--- config.mk ---
export PLATFORM = sky130hd
export DESIGN_NAME = pipeline_hazard_unit
export DESIGN_NICKNAME = d
export VERILOG_FILES = /design/src/rtl/hazard_pkg.sv /design/src/rtl/hazard_src_match.sv /design/src/rtl/pipeline_hazard_unit.sv
export SDC_FILE = /design/constraint.sdc
export NUM_CORES = 1
export LEC_CHECK = 0
export CORE_MARGIN = 2
export CORE_UTILIZATION = 40
export DETAILED_ROUTE_END_ITERATION = 7
export GPL_TIMING_DRIVEN = 0
export PLACE_DENSITY = 0.73
export SLEW_MARGIN = 25
export SYNTH_ARGS = -nofsm -noshare
export SYNTH_HDL_FRONTEND = slang
export SYNTH_HIERARCHICAL = 1
export SYNTH_SLANG_ARGS = --single-unit
--- constraint.sdc ---
create_clock -name clk -period 5.1 [get_ports clk]
set_input_delay 1.02 -clock clk [delete_from_list [all_inputs] [get_ports clk]]
set_output_delay 1.02 -clock clk [all_outputs]
set_load 0.02 [all_outputs]
--- src/rtl/hazard_pkg.sv ---
// Package: hazard_pkg
// Scoreboard entry type, forwarding-select constants and small helpers
// shared by pipeline_hazard_unit and hazard_src_match.
package hazard_pkg;

  // Widest register index a scoreboard entry can hold; REG_ADDR_W must not exceed it.
  localparam int unsigned SB_RD_W = 8;

  // Forwarding select value meaning "take the operand from the register file".
  localparam int unsigned FWD_SEL_REGFILE = 0;

  // One in-flight instruction as seen by the hazard logic.
  typedef struct packed {
    logic               valid;
    logic [SB_RD_W-1:0] rd;
    logic               we;
    logic               load;
  } sb_entry_t;

  // Width of a forwarding select able to name regfile plus fwd_depth stages.
  function automatic int unsigned sel_width(input int unsigned fwd_depth);
    return (fwd_depth < 1) ? 1 : $clog2(fwd_depth + 1);
  endfunction

  // True when entry e will write the register that source src reads.
  // x0 is hard-wired to zero, so it never produces a hit.
  function automatic logic entry_hit(input sb_entry_t          e,
                                     input logic [SB_RD_W-1:0] src,
                                     input logic               used);
    return e.valid && e.we && used && (src != '0) && (e.rd == src);
  endfunction

endpackage

--- src/rtl/hazard_src_match.sv ---
// Module: hazard_src_match
// Compares one source operand against every scoreboard stage and returns
// the youngest forwarding stage plus a flag for a too-young load producer.
module hazard_src_match
  import hazard_pkg::*;
#(
  parameter  int unsigned REG_ADDR_W = 5,
  parameter  int unsigned FWD_DEPTH  = 2,
  parameter  int unsigned LOAD_STAGE = 2,
  localparam int unsigned SEL_W      = sel_width(FWD_DEPTH)
) (
  input  logic [REG_ADDR_W-1:0] src_addr,
  input  logic                  src_used,
  input  sb_entry_t             sb [0:FWD_DEPTH],
  output logic [SEL_W-1:0]      fwd_sel,
  output logic                  load_hit
);

  logic [SB_RD_W-1:0] src_ext;

  assign src_ext = SB_RD_W'(src_addr);

  // Youngest post-EX hit wins the select; loads not yet at LOAD_STAGE raise load_hit.
  always_comb begin
    // NOTE: every output gets a default before the loops so no path leaves it unassigned (no latch).
    fwd_sel  = SEL_W'(FWD_SEL_REGFILE);
    load_hit = 1'b0;
    // Walk oldest to youngest so the smallest matching stage is written last.
    for (int k = int'(FWD_DEPTH); k >= 1; k--) begin
      if (entry_hit(sb[k], src_ext, src_used)) begin
        fwd_sel = SEL_W'(k);
      end
    end
    for (int j = 0; j <= int'(FWD_DEPTH); j++) begin
      if ((j <= int'(LOAD_STAGE) - 2) && sb[j].load && entry_hit(sb[j], src_ext, src_used)) begin
        load_hit = 1'b1;
      end
    end
  end

endmodule

--- src/rtl/pipeline_hazard_unit.sv ---
// Module: pipeline_hazard_unit
// Forwarding selects, load-use stall/bubble and taken-branch flushes for an
// in-order pipeline, driven from a scoreboard of in-flight destination writes.
// Optional feature macro: HAZARD_PERF_CNT_EN enables the stall/flush counters;
// without it both counter outputs are tied to zero.
module pipeline_hazard_unit
  import hazard_pkg::*;
#(
  parameter  int unsigned REG_ADDR_W   = 5,
  parameter  int unsigned NUM_RD_PORTS = 2,
  parameter  int unsigned FWD_DEPTH    = 2,
  parameter  int unsigned LOAD_STAGE   = 2,
  localparam int unsigned SEL_W        = sel_width(FWD_DEPTH)
) (
  input  logic                               clk,
  input  logic                               reset,
  input  logic                               id_valid,
  input  logic [NUM_RD_PORTS*REG_ADDR_W-1:0] id_rs_addr,
  input  logic [NUM_RD_PORTS-1:0]            id_rs_used,
  input  logic [REG_ADDR_W-1:0]              id_rd,
  input  logic                               id_reg_write,
  input  logic                               id_mem_read,
  input  logic                               branch_taken,
  output logic                               pc_write_en,
  output logic                               if_id_write_en,
  output logic                               id_ex_bubble,
  output logic                               if_id_flush,
  output logic                               id_ex_flush,
  output logic                               ex_mem_flush,
  output logic [NUM_RD_PORTS*SEL_W-1:0]      fwd_sel,
  output logic [31:0]                        stall_cnt,
  output logic [31:0]                        flush_cnt
);

  // Stage 0 is the instruction in EX; higher indices are older instructions.
  sb_entry_t                          sb_q [0:FWD_DEPTH];
  sb_entry_t                          sb_d [0:FWD_DEPTH];
  logic [NUM_RD_PORTS*REG_ADDR_W-1:0] ex_rs_addr_q, ex_rs_addr_d;
  logic [NUM_RD_PORTS-1:0]            ex_rs_used_q, ex_rs_used_d;

  logic [NUM_RD_PORTS-1:0]            id_load_hit;
  logic [NUM_RD_PORTS-1:0]            ex_load_hit_unused;
  logic [NUM_RD_PORTS*SEL_W-1:0]      id_fwd_sel_unused;
  logic                               stall_raw;
  logic                               stall;
  logic                               flush;

  // EX sources pick the forwarding stage; ID sources look for load-use hazards.
  for (genvar p = 0; p < NUM_RD_PORTS; p++) begin : g_port
    hazard_src_match #(
      .REG_ADDR_W (REG_ADDR_W),
      .FWD_DEPTH  (FWD_DEPTH),
      .LOAD_STAGE (LOAD_STAGE)
    ) u_ex_match (
      .src_addr (ex_rs_addr_q[p*REG_ADDR_W +: REG_ADDR_W]),
      .src_used (ex_rs_used_q[p]),
      .sb       (sb_q),
      .fwd_sel  (fwd_sel[p*SEL_W +: SEL_W]),
      .load_hit (ex_load_hit_unused[p])
    );

    hazard_src_match #(
      .REG_ADDR_W (REG_ADDR_W),
      .FWD_DEPTH  (FWD_DEPTH),
      .LOAD_STAGE (LOAD_STAGE)
    ) u_id_match (
      .src_addr (id_rs_addr[p*REG_ADDR_W +: REG_ADDR_W]),
      .src_used (id_rs_used[p]),
      .sb       (sb_q),
      .fwd_sel  (id_fwd_sel_unused[p*SEL_W +: SEL_W]),
      .load_hit (id_load_hit[p])
    );
  end

  // A taken branch flushes and overrides any stall; reset holds flushes low.
  assign stall_raw      = id_valid && (|id_load_hit);
  assign stall          = stall_raw && !branch_taken;
  assign flush          = branch_taken && reset;
  assign pc_write_en    = !stall;
  assign if_id_write_en = !stall;
  assign id_ex_bubble   = stall;
  assign if_id_flush    = flush;
  assign id_ex_flush    = flush;
  assign ex_mem_flush   = flush;

  // Next scoreboard: shift older stages, insert ID (or a bubble) at stage 0, kill wrong-path EX.
  always_comb begin
    sb_d[0] = '{valid: id_valid && !stall_raw && !branch_taken,
                rd:    SB_RD_W'(id_rd),
                we:    id_reg_write,
                load:  id_mem_read};
    for (int k = 1; k <= int'(FWD_DEPTH); k++) begin
      sb_d[k] = sb_q[k-1];
    end
    if (branch_taken) begin
      sb_d[1].valid = 1'b0;
    end
    ex_rs_addr_d = id_rs_addr;
    ex_rs_used_d = id_rs_used;
  end

  // Scoreboard and EX source registers.
  always_ff @(posedge clk or negedge reset) begin
    if (!reset) begin
      // NOTE: the scoreboard is a few entries of control state, so it is reset in full;
      // stale valid bits after reset would fabricate forwarding and stalls.
      sb_q         <= '{default: '0};
      ex_rs_addr_q <= '0;
      ex_rs_used_q <= '0;
    end else begin
      // NOTE: non-blocking assignments so every stage samples the pre-edge value of its neighbour.
      sb_q         <= sb_d;
      ex_rs_addr_q <= ex_rs_addr_d;
      ex_rs_used_q <= ex_rs_used_d;
    end
  end

`ifdef HAZARD_PERF_CNT_EN
  logic [31:0] stall_cnt_q, stall_cnt_d;
  logic [31:0] flush_cnt_q, flush_cnt_d;

  // Counters advance on effective stalls and on taken branches; both wrap naturally.
  always_comb begin
    stall_cnt_d = stall_cnt_q + 32'(stall);
    flush_cnt_d = flush_cnt_q + 32'(branch_taken);
  end

  // Performance counter registers.
  always_ff @(posedge clk or negedge reset) begin
    if (!reset) begin
      stall_cnt_q <= '0;
      flush_cnt_q <= '0;
    end else begin
      stall_cnt_q <= stall_cnt_d;
      flush_cnt_q <= flush_cnt_d;
    end
  end

  assign stall_cnt = stall_cnt_q;
  assign flush_cnt = flush_cnt_q;
`else
  assign stall_cnt = '0;
  assign flush_cnt = '0;
`endif

endmodule

==> impl_metrics.ini, run 1 <==
[outcome]
status = finished clean

[power]
switching_share = 0.261
p_switching_mw = 0.180
powerDensity_nw_per_um2 = 247
comb_power_share = 0.212
leakage_nw = 1.37
power_mw = 0.691
power.share.clock = 0.357
p_int_mw = 0.511
p_seq_frac = 0.430
peakVddDrop_mv = 0.211

[die]
io_pins = 97
core_um2 = 4720
dieWidth_um = 74.0
die_area_um2 = 5480
start_util = 0.415
row_count = 25
die_y_um = 74.0

[timing]
hold_violations = 0
finalSetupViolations = 0
period_minus_slack_ns = 4.44
finalMaxSlewViolations = 0
rsz0062_at_grt = false
min_period_over_period = 0.871
fin_setup_tns_ns = 0
hold_ws_ns = 0.406
skew_ns = 0.00380
max_freq_mhz = 225
setup_ws_ns = 0.657

[place]
globalplace.congestion = 0.768
pre_cts_ws_ns = 0.616
port_buffers = 32
dpl_cell_area_um2 = 2690
dpl.hpwl_um = 2660
dpl.cell_count = 356

[layout]
postLayoutCellArea_um2 = 2800
final_core_util = 0.592
drive_above_1_share = 0.307
areaGrowthSynthToFinish_pct = 42.6
diodes = 0
layout.cells.non_filler = 363
finalNetCount = 319

[cts]
insertion_delay_ns = 0.28
post_cts_buffers = 0
root_buffer = clkbuf_8
ctsResizeCount = 0
clk_pin_slew_ns = 0.06
cts_hold_buf = 0
clkSinkCount = 34
ctsLongestPathBuffers = 2
htree_levels = 2
numCtsBuffers = 5
tritoncts = built

[grt]
overflow = 0
grt_pass1_wl_um = 4950
grt_pass1_vias = 1139
antenna_found_initial = 0
grt_usage = 0.122
grt_max_degree = 33

[logic_synthesis]
synth.avg_cell_area_um2 = 11.2
syn_area_um2 = 1960
ys_warn_count = 6
netlist_instances = 175

[worst_hold_path]
holdPathStages = 0
hold_path_class = reg -> reg

[critical_path]
crit_path_end_kind = primary output
crit_cells = 9
path_buf_inv = 3
start_kind = primary input
path_common_cell = clkdlybuf4s50_1
crit_type = in -> out
worstRegToRegCells = 5
critPathTopFamily = simple AND/OR/NAND/NOR gates
required_ns = 4.08
critPathMaxStageDelay_ns = 0.52
path_max_fanout = 3
slowest_stage = clkdlybuf4s50_1
path_cells = clkdlybuf4s50_1 > xor2_1 > nor3_1 > nand4_1 > nor4_1 > nor2_1 > or2_1 > buf_4 > clkdlybuf4s50_1
worstPathArrival_ns = 3.42

[route]
drt-initial-drc-count = 6
antenna_left = 0
via_per_inst = 3.56
wl_per_cell_um = 8.64
vias = 1294
drc = 0
totalWireLength_um = 3140
first_pass_iters = 4

[flow_run]
maxCapViolations = 0
-- cell usage in the layout (no fill, tap or decap), types with 3 or more instances in the layout --
master           count
nor4_2               4
clkbuf_8             6
buf_4               67
or4_4                4
nand3_1              6
conb_1              82
nor3_1               3
nand2_1              6
o21ai_4              4
xor2_1              10
xnor2_1             20
dfrtp_1             34
nor4_1               4
clkdlybuf4s50_1     31
-- sequential cells by signal, indices dropped and copies added (netlist names) --
register,count
sb_d,14
ex_rs_addr_q,10
sb_q,8
ex_rs_used_q,2
-- power by group through the flow --
stage,combinational [mW],clock [mW],sequential [mW]
finish,0.147,0.247,0.297
global route,0.160,0.267,0.299
CTS,0.146,0.255,0.297
detailed placement,0.145,0,0.302
global placement,0.143,0,0.302
floorplan,0.111,0,0.300
-- layer usage --
layer,global-route usage,wire length [µm]
met5,0,0
met4,0.0606,62
met3,0.0420,362
met2,0.211,1580
met1,0.133,1130
-- layout make-up --
class                   instances  area [µm²]
clock inverters                 1        30.0
repair buffers                 33         335
flip-flops and latches         34         851
well taps                      67        83.8
fillers                       421        1930
plain buffers                  67         503
multi-input cells             155         912
clock buffers                   6        82.6
-- worst paths after layout --
path                                      end  slack, ns          startpoint
max in group asynchronous   sb_d[6]$_DFF_PN0_       4.19               reset
min in group asynchronous  sb_d[17]$_DFF_PN0_       0.54               reset
setup reg to reg           sb_q[32]$_DFF_PN0_       3.54  sb_d[16]$_DFF_PN0_
hold / removal             sb_q[10]$_DFF_PN0_       0.41  sb_d[10]$_DFF_PN0_
hold reg to reg            sb_q[10]$_DFF_PN0_       0.41  sb_d[10]$_DFF_PN0_
setup / recovery                  pc_write_en       0.66       id_rs_addr[3]
Power figures use the tool's default switching activity.
==> run 2, diff against run 1 <==
Settings changed: CAP_MARGIN set to 20, SETUP_SLACK_MARGIN set to 0.02.
==> results of run 2 <==
Final layout, timing and power as in run 1 (identical DEF).
==> run 3, diff against run 2 <==
Settings changed: SLEW_MARGIN 25 to 20.
==> impl_metrics.ini, run 3 (same netlist as run 1, synthesis figures left out) <==
[power]
power_mw = 0.739
powerDensity_nw_per_um2 = 262
leakage_nw = 1.38
peakVddDrop_mv = 0.217

[place]
pre_cts_ws_ns = 0.626
port_buffers = 32
dpl_cell_area_um2 = 2690
dpl.hpwl_um = 2680
globalplace.congestion = 0.768

[layout]
layout_commonest_cell = conb_1
postLayoutCellArea_um2 = 2820
seq_area_um2 = 851
areaGrowthSynthToFinish_pct = 43.9
drive_above_1_share = 0.310
nFillCells = 420
final_cell_mix = 82 x conb_1, 67 x buf_4, 34 x dfrtp_1
largest_reg_flops = 14
multi_input_area_um2 = 912
finalNetCount = 319
diodes = 0

[cts]
numCtsBuffers = 5
tritoncts = built
root_buffer = clkbuf_8
post_cts_buffers = 0
clk_pin_slew_ns = 0.07
clkSinkCount = 34
ctsLongestPathBuffers = 2
ctsResizeCount = 0
insertion_delay_ns = 0.29
htree_levels = 2
cts_hold_buf = 0

[die]
die_area_um2 = 5480
start_util = 0.415
die_y_um = 74.0
core_um2 = 4720
dieWidth_um = 74.0
io_pins = 97
row_count = 25

[critical_path]
worstRegToRegCells = 5
crit_path_end_kind = primary output
path_max_fanout = 3
start_kind = primary input
r2r_slack_ns = 3.52
worstPathArrival_ns = 3.45
required_ns = 4.08
r2r_end = sb_q[32]$_DFF_PN0_
crit_type = in -> out
reg2reg_from = sb_d[15]$_DFF_PN0_

[timing]
hold_violations = 0
max_freq_mhz = 224
finalMaxSlewViolations = 0
fin_setup_tns_ns = 0
setup_ws_ns = 0.629
skew_ns = 0.00384
min_period_over_period = 0.877
finalSetupViolations = 0
hold_ws_ns = 0.406
period_minus_slack_ns = 4.47
rsz0062_at_grt = false

[worst_hold_path]
min_from = sb_d[1]$_DFF_PN0_
holdPathStages = 0
hold_path_class = reg -> reg
hold_end = sb_q[1]$_DFF_PN0_

[grt]
overflow = 0
antenna_found_initial = 0
grt_pass1_vias = 1098
grt_max_degree = 35
grt_usage = 0.122
grt_pass1_wl_um = 4880

[route]
via_per_inst = 3.53
vias = 1284
wl_per_cell_um = 8.67
antenna_left = 0
first_pass_iters = 3
drt-initial-drc-count = 10
totalWireLength_um = 3160
drc = 0

[flow_run]
maxCapViolations = 0

[outcome]
status = finished clean
run 3: stage by stage:
step,util,cells
after global placement,0.565,355
after CTS,0.598,364
after global routing,0.598,364
final,0.598,364
after floorplan,-,256
after detailed placement,0.568,356
run 3: worst max path at each step:
stage | cells after the start | startpoint | slack, ns | end
2_1_floorplan | 7 | id_rs_addr[8] | 1.74 | pc_write_en
3_3_place_gp | 4 | reset | 0.45 | if_id_flush
3_5_place_dp | 9 | id_rs_addr[3] | 0.63 | pc_write_en
4_1_cts | 9 | id_rs_addr[3] | 0.62 | pc_write_en
5_1_grt | 9 | id_rs_addr[3] | 0.48 | pc_write_en
6_report | 9 | id_rs_addr[3] | 0.63 | pc_write_en
run 3: layout make-up:
class                   instances  area share
plain buffers                  67       0.178
clock buffers                   5      0.0244
clock inverters                 3      0.0244
multi-input cells             155       0.323
flip-flops and latches         34       0.301
well taps                      67      0.0297
repair buffers                 33       0.119
run 3: metal layers:
metal	global-route usage	vias to the layer above	wire, µm
li1	-	671	-
met1	0.137	537	1190
met2	0.204	69	1560
met3	0.0325	7	335
met4	0.0788	0	72
met5	0	-	0
run 3: report_power, final:
part	switching, mW	total, mW	leakage (nW)	internal [mW]
combinational	0.0758	0.147	0.909	0.0713
sequential	0.0141	0.297	0.401	0.283
clock	0.0985	0.294	0.0683	0.196
total	0.188	0.739	1.38	0.550
run 3: critical path, stage by stage:
cell and delay (ns):
clkdlybuf4s50_1 0.46, xor2_1 0.18, nor3_1 0.24, nand4_1 0.12
nor4_1 0.43, nor2_1 0.10, or2_1 0.24, buf_4 0.13
clkdlybuf4s50_1 0.52
